## src/rtl/pos_if.sv

```systemverilog
// Screen position bundle (top-left corner of a drawn object).
interface pos_if;
    logic [10:0] x;
    logic [10:0] y;

    modport master (output x, y);
    modport slave  (input  x, y);
endinterface

```

## src/rtl/vga_if.sv

```systemverilog
// VGA pixel stream bundle: raster counters, sync/blank strobes and 12-bit colour.
interface vga_if;
    logic [10:0] vcount;
    logic [10:0] hcount;
    logic        vsync;
    logic        vblnk;
    logic        hsync;
    logic        hblnk;
    logic [11:0] rgb;

    modport master (output vcount, hcount, vsync, vblnk, hsync, hblnk, rgb);
    modport slave  (input  vcount, hcount, vsync, vblnk, hsync, hblnk, rgb);
endinterface

```

## src/rtl/draw_sprite.sv

```systemverilog
// Overlays one ROM-backed rectangular sprite on the VGA stream, with colour-key
// transparency, horizontal mirroring and a frame-counted blink effect.
module draw_sprite #(
    parameter int          SPRITE_W     = 64,
    parameter int          SPRITE_H     = 64,
    parameter int          ADDR_W       = 20,
    parameter int          ROM_LAT      = 1,
    parameter logic [11:0] TRANSP       = 12'hFFF,
    parameter int          BLINK_FRAMES = 60,
    parameter int          BLINK_LOG2   = 3
) (
    input  logic              clk,
    input  logic              rst,
    input  logic [11:0]       data,
    pos_if.slave              pin,
    input  logic              enable,
    input  logic              mirror,
    input  logic              blink_start,
    vga_if.slave              in,
    output logic [ADDR_W-1:0] address,
    vga_if.master             out
);

    typedef struct packed {
        logic [10:0] vcount;
        logic [10:0] hcount;
        logic        vsync;
        logic        vblnk;
        logic        hsync;
        logic        hblnk;
        logic [11:0] rgb;
    } vga_t;

    typedef struct packed {
        vga_t v;
        logic hit;
    } px_t;

    logic [10:0]       x_l_q, x_l_d, y_l_q, y_l_d;
    logic              en_l_q, en_l_d, mir_l_q, mir_l_d;
    logic              vis_q, vis_d;
    logic [7:0]        cnt_q, cnt_d;
    logic [ADDR_W-1:0] address_q, address_d;
    px_t               pipe_q [ROM_LAT+1];
    px_t               pipe_d [ROM_LAT+1];
    vga_t              out_q, out_d;

    logic              frame_start;
    logic              hit;
    logic [11:0]       hc_ext, vc_ext, x_end, y_end;
    logic [10:0]       dx, col, row;
    logic [ADDR_W-1:0] lin;
    px_t               stage0, tail;

    assign frame_start = (in.vcount == 11'd0) && (in.hcount == 11'd0);

    // Frame-start latching and blink countdown; a reload beats a decrement.
    always_comb begin
        x_l_d   = x_l_q;
        y_l_d   = y_l_q;
        en_l_d  = en_l_q;
        mir_l_d = mir_l_q;
        cnt_d   = cnt_q;
        vis_d   = vis_q;
        if (frame_start) begin
            x_l_d   = pin.x;
            y_l_d   = pin.y;
            en_l_d  = enable;
            mir_l_d = mirror;
            if (cnt_q != 8'd0) cnt_d = cnt_q - 8'd1;
        end
        if (blink_start) cnt_d = 8'(BLINK_FRAMES);
        if (frame_start) vis_d = (cnt_d == 8'd0) || !cnt_d[BLINK_LOG2];
    end

    // 12-bit compares so a sprite hanging past 2047 is clipped rather than wrapped.
    always_comb begin
        hc_ext = {1'b0, in.hcount};
        vc_ext = {1'b0, in.vcount};
        x_end  = {1'b0, x_l_q} + 12'(SPRITE_W);
        y_end  = {1'b0, y_l_q} + 12'(SPRITE_H);
        hit    = en_l_q && vis_q &&
                 (hc_ext >= {1'b0, x_l_q}) && (hc_ext < x_end) &&
                 (vc_ext >= {1'b0, y_l_q}) && (vc_ext < y_end);
        dx     = in.hcount - x_l_q;
        col    = mir_l_q ? (11'(SPRITE_W - 1) - dx) : dx;
        row    = in.vcount - y_l_q;
        lin    = ADDR_W'(row) * ADDR_W'(SPRITE_W) + ADDR_W'(col);
        address_d = hit ? lin : address_q;
    end

    always_comb begin
        stage0.v.vcount = in.vcount;
        stage0.v.hcount = in.hcount;
        stage0.v.vsync  = in.vsync;
        stage0.v.vblnk  = in.vblnk;
        stage0.v.hsync  = in.hsync;
        stage0.v.hblnk  = in.hblnk;
        stage0.v.rgb    = in.rgb;
        stage0.hit      = hit;
        pipe_d[0]       = stage0;
        for (int i = 1; i <= ROM_LAT; i++) pipe_d[i] = pipe_q[i-1];
    end

    // The tail stage lines up with the ROM word fetched for the same pixel.
    always_comb begin
        tail  = pipe_q[ROM_LAT];
        out_d = tail.v;
        if (tail.hit && (data != TRANSP)) out_d.rgb = data;
    end

    always_ff @(posedge clk) begin
        if (rst) begin
            x_l_q     <= '0;
            y_l_q     <= '0;
            en_l_q    <= 1'b0;
            mir_l_q   <= 1'b0;
            cnt_q     <= '0;
            vis_q     <= 1'b1;
            address_q <= '0;
            out_q     <= '0;
            for (int i = 0; i <= ROM_LAT; i++) pipe_q[i] <= '0;
        end else begin
            x_l_q     <= x_l_d;
            y_l_q     <= y_l_d;
            en_l_q    <= en_l_d;
            mir_l_q   <= mir_l_d;
            cnt_q     <= cnt_d;
            vis_q     <= vis_d;
            address_q <= address_d;
            out_q     <= out_d;
            for (int i = 0; i <= ROM_LAT; i++) pipe_q[i] <= pipe_d[i];
        end
    end

    assign address    = address_q;
    assign out.vcount = out_q.vcount;
    assign out.hcount = out_q.hcount;
    assign out.vsync  = out_q.vsync;
    assign out.vblnk  = out_q.vblnk;
    assign out.hsync  = out_q.hsync;
    assign out.hblnk  = out_q.hblnk;
    assign out.rgb    = out_q.rgb;

endmodule

```

## src/flat_wrapper.sv

```systemverilog
// flat-port wrapper written by rule: the top's interface ports become plain ports
module draw_sprite_flat 
#(
    parameter int          SPRITE_W     = 64,
    parameter int          SPRITE_H     = 64,
    parameter int          ADDR_W       = 20,
    parameter int          ROM_LAT      = 1,
    parameter logic [11:0] TRANSP       = 12'hFFF,
    parameter int          BLINK_FRAMES = 60,
    parameter int          BLINK_LOG2   = 3
)
  (clk, rst, data, enable, mirror, blink_start, address, pin_x, pin_y, in_vcount, in_hcount, in_vsync, in_vblnk, in_hsync, in_hblnk, in_rgb, out_vcount, out_hcount, out_vsync, out_vblnk, out_hsync, out_hblnk, out_rgb);
  pos_if pin_i ();
  vga_if in_i ();
  vga_if out_i ();
  input  logic clk;
  input  logic rst;
  input  logic [11:0] data;
  input  logic enable;
  input  logic mirror;
  input  logic blink_start;
  output logic [ADDR_W-1:0] address;
  input wire logic [$bits(pin_i.x)-1:0] pin_x;
  input wire logic [$bits(pin_i.y)-1:0] pin_y;
  input wire logic [$bits(in_i.vcount)-1:0] in_vcount;
  input wire logic [$bits(in_i.hcount)-1:0] in_hcount;
  input wire logic [$bits(in_i.vsync)-1:0] in_vsync;
  input wire logic [$bits(in_i.vblnk)-1:0] in_vblnk;
  input wire logic [$bits(in_i.hsync)-1:0] in_hsync;
  input wire logic [$bits(in_i.hblnk)-1:0] in_hblnk;
  input wire logic [$bits(in_i.rgb)-1:0] in_rgb;
  output wire logic [$bits(out_i.vcount)-1:0] out_vcount;
  output wire logic [$bits(out_i.hcount)-1:0] out_hcount;
  output wire logic [$bits(out_i.vsync)-1:0] out_vsync;
  output wire logic [$bits(out_i.vblnk)-1:0] out_vblnk;
  output wire logic [$bits(out_i.hsync)-1:0] out_hsync;
  output wire logic [$bits(out_i.hblnk)-1:0] out_hblnk;
  output wire logic [$bits(out_i.rgb)-1:0] out_rgb;
  assign pin_i.x = pin_x;
  assign pin_i.y = pin_y;
  assign in_i.vcount = in_vcount;
  assign in_i.hcount = in_hcount;
  assign in_i.vsync = in_vsync;
  assign in_i.vblnk = in_vblnk;
  assign in_i.hsync = in_hsync;
  assign in_i.hblnk = in_hblnk;
  assign in_i.rgb = in_rgb;
  assign out_vcount = out_i.vcount;
  assign out_hcount = out_i.hcount;
  assign out_vsync = out_i.vsync;
  assign out_vblnk = out_i.vblnk;
  assign out_hsync = out_i.hsync;
  assign out_hblnk = out_i.hblnk;
  assign out_rgb = out_i.rgb;
  draw_sprite #(.SPRITE_W(SPRITE_W), .SPRITE_H(SPRITE_H), .ADDR_W(ADDR_W), .ROM_LAT(ROM_LAT), .TRANSP(TRANSP), .BLINK_FRAMES(BLINK_FRAMES), .BLINK_LOG2(BLINK_LOG2)) u_core (.clk(clk), .rst(rst), .data(data), .pin(pin_i), .enable(enable), .mirror(mirror), .blink_start(blink_start), .in(in_i), .address(address), .out(out_i));
endmodule
```

## config.mk

```make
export PLATFORM = sky130hd
export DESIGN_NAME = draw_sprite_flat
export DESIGN_NICKNAME = d
export VERILOG_FILES = /design/src/rtl/pos_if.sv /design/src/rtl/vga_if.sv /design/src/rtl/draw_sprite.sv /design/src/flat_wrapper.sv
export SDC_FILE = /design/constraint.sdc
export NUM_CORES = 1
export LEC_CHECK = 0
export CAP_MARGIN = 20
export CORE_ASPECT_RATIO = 2
export CORE_MARGIN = 2
export CORE_UTILIZATION = 35
export DETAILED_ROUTE_END_ITERATION = 7
export REMOVE_ABC_BUFFERS = 1
export SETUP_SLACK_MARGIN = 0.3
export SYNTH_ARGS = -nofsm -noshare
export SYNTH_HDL_FRONTEND = slang
export SYNTH_SLANG_ARGS = --single-unit
export TNS_END_PERCENT = 100
```

## constraint.sdc

```tcl
create_clock -name clk -period 5.6 [get_ports clk]
set_clock_uncertainty 0.2 [all_clocks]
set_input_delay 1.12 -clock clk [delete_from_list [all_inputs] [get_ports clk]]
set_output_delay 1.12 -clock clk [all_outputs]
set_load 0.1 [all_outputs]
```

==> results.txt <==
Yosys Warn Count = 0
CTS sink count = 167
Final #Nets = 984
Setup WS pre-CTS = -29.0 ps
Hold buffers post-CTS = 0
Most frequent cells in the layout = dfxtp_1 (167), clkdlybuf4s50_1 (130), nor2b_1 (107)
Detail Placement HPWL = 12.7 mm
Root Driver = clkbuf_16
Commonest non-fill, non-tap cell in the layout = dfxtp_1
Number of cells on the worst reg-to-reg path = 19
Worst-Skew Late Latency = 430 ps
Die W = 105 um
Number of vias per cell = 4.78
P_leak = 3.57 nW
Mapped Area = 7180 um^2
Number of max-cap violations = 0
Ports = 135
Min-delay worst type = reg -> reg
Overflow after GRT = 0
Crit Path Class = in -> reg
First-pass GRT wire length = 26.9 mm
Ys async rst share = 0%
Routability Congestion = 0.845
CP required = 5690 ps
Routed WL per cell = 14.9 um
Cell Pwr Density = 287 nW/um^2
Multi-input logic area = 3570 um^2
Final core occ = 46.2%
Hold path depth = 1
Rows = 74
Gr usage total = 16.1%
Crit path time final = 5030 ps
Worst-Margin Slew = 1050 ps
Mean post-synth cell area = 9.73 um^2
Antenna-violating nets left = 0
Maximum VDD drop = 168 uV
Number of synthesized flops with an enable pin = 0
Final cell count without fillers = 1,141
Max-slew violations = 0
Sequential-to-total area share from yosys stat = 46.6%
CTS tree = yes
Port Buffers = 132
Via total after detailed routing = 5,458
Initial antenna violation count = 0
Initial Util = 35.4%
FF-to-FF setup slack = 1430 ps
Clock Path Buffers = 2
Reg clk slew, reported paths = 60 ps
Crit path DAT = 5120 ps
Die area = 21,800 um^2
Max-slew headroom = 29.7%
Placed cell count = 1,107
Synth Flop Type = dfxtp_1
Seq. cell area = 3340 um^2
Worst setup SP type = input pin
Final hold violations = 0
Final setup viols = 0
TritonRoute pass-1 iters = 4
Fillers = 1,910
Unrepaired setup endpoints after global routing = false
Largest net degree at the start of global routing = 76
# H-tree levels = 4
Crit end category = flip-flop
Final WL = 17.0 mm
Worst Setup Slack, final = 574 ps
Status = finished, final reports clean
Critical path peak fanout = 3
CTS buffer count = 17
Ant diodes = 0
Synth cell types = 60
Area Growth Syn to Fin = 30.4%
Core ar. = 20,300 um^2
Yosys reg bits = 167
Die H = 207 um
Fmax = 0.199 GHz
Final Cycle Share = 89.8%
Iteration-0 DRC Markers = 181
DR DRC count = 0
Layout cells sized above 1 = 6.29%
Vias in the first global route = 5,367
Dpl cell area = 8740 um^2
Post-layout instance area = 9370 um^2
Mapped Cells = 738
==> report_power, final <==
group / internal (W) / switching, W
clock network: 0.000638 / 0.000468
registers: 0.00122 / 0.00000796
logic: 0.000150 / 0.000202
==> cell families (layout without fill, tap and decap cells) <==
| kind of cell | after synthesis | after routing | synth area share, % |
|---|---|---|---|
| other | 1 | 2 | 0.0522 |
| multiplexers | 36 | 36 | 5.02 |
| buffers and inverters | 82 | 218 | 4.72 |
| adder cells (fa/ha/maj) | 45 | 45 | 8.15 |
| flip-flops | 167 | 167 | 46.6 |
| AO/OA/AOI/OAI | 116 | 116 | 11.2 |
| AND/OR/NAND/NOR | 250 | 250 | 19.3 |
| XOR/XNOR | 41 | 41 | 5.00 |
==> sequential cells by signal, summed over array words and instances, names as in the netlist, 8 cells and up <==
signal and cells:
u_core.pipe_q 78, u_core.address 18, u_core.out.rgb 12, u_core.out.hcount 11, u_core.out.vcount 11, u_core.x_l_q 11
u_core.y_l_q 11, u_core.cnt_q 8
==> worst paths after layout <==
| check | end | startpoint |
|---|---|---|
| hold / removal | u_core.out.vcount[10] | u_core.pipe_q[0][77] |
| hold reg to reg | u_core.out.vcount[10] | u_core.pipe_q[0][77] |
| setup / recovery | u_core.address[16] | in_hcount[0] |
| setup reg to reg | u_core.address[16] | u_core.x_l_q[0] |
==> through the flow <==
step                TNS, ps  hold slack (ps)  power, W
global route              0              248   0.00282
finish                    0              231   0.00269
detailed placement    -57.5              220   0.00160
global placement          0              215   0.00160
floorplan                 0              214   0.00146
CTS                       0              234   0.00273
==> per-layer routing <==
metal / vias to the layer above / global-route usage, % / part of all wire (%)
li1: 2764 / - / -
met1: 2543 / 15.9 / 38
met2: 115 / 31.1 / 56
met3: 36 / 3.52 / 3.7
met4: 0 / 8.19 / 3.0
met5: - / 0 / 0
==> area by class of cell <==
cell class / count / share of cell area (%)
multi-input cells: 490 / 38.1
well taps: 266 / 3.55
clock buffers: 23 / 5.00
flip-flops and latches: 167 / 35.7
repair buffers: 142 / 14.9
clock inverters: 9 / 1.02
inverters: 44 / 1.76
==> worst max-delay path, cell delays in order <==
cell and delay (ps):
clkdlybuf4s50_1 420, inv_1 90, ha_1 160, inv_1 60
fa_1 390, a21o_1 220, a221oi_4 280, xnor2_1 180
inv_1 70, ha_1 270, nand2_1 60, o21ai_2 100
inv_1 80, fa_1 450, nor2b_1 120, o21ai_0 110
a21boi_1 190, o211a_1 210, nand4bb_1 130, nor3_1 260
o32ai_2 140
==> cell usage after synthesis (all sizes together) (10+ instances only) <==
master  number  area [um^2]
xnor2       26          228
a211oi      11         82.6
nor2b      107          669
dfxtp      167         3340
nor3        12         60.1
nand2       17         63.8
o21ai       18         90.1
clkbuf      22         82.6
mux2i       36          360
xor2        15          131
nand3       20          100
buf         16         91.3
a21o        11         82.6
ha          42          526
nor2        51          194
a21oi       36          180
inv         44          165
nand4       10         62.6
==> repair_timing <==
action / in CTS / in global routing
endpoints found under the setup margin: 0 / 5
gates resized for setup: 0 / 12
setup buffers: 0 / 2
(Power assumes the default switching activity.)
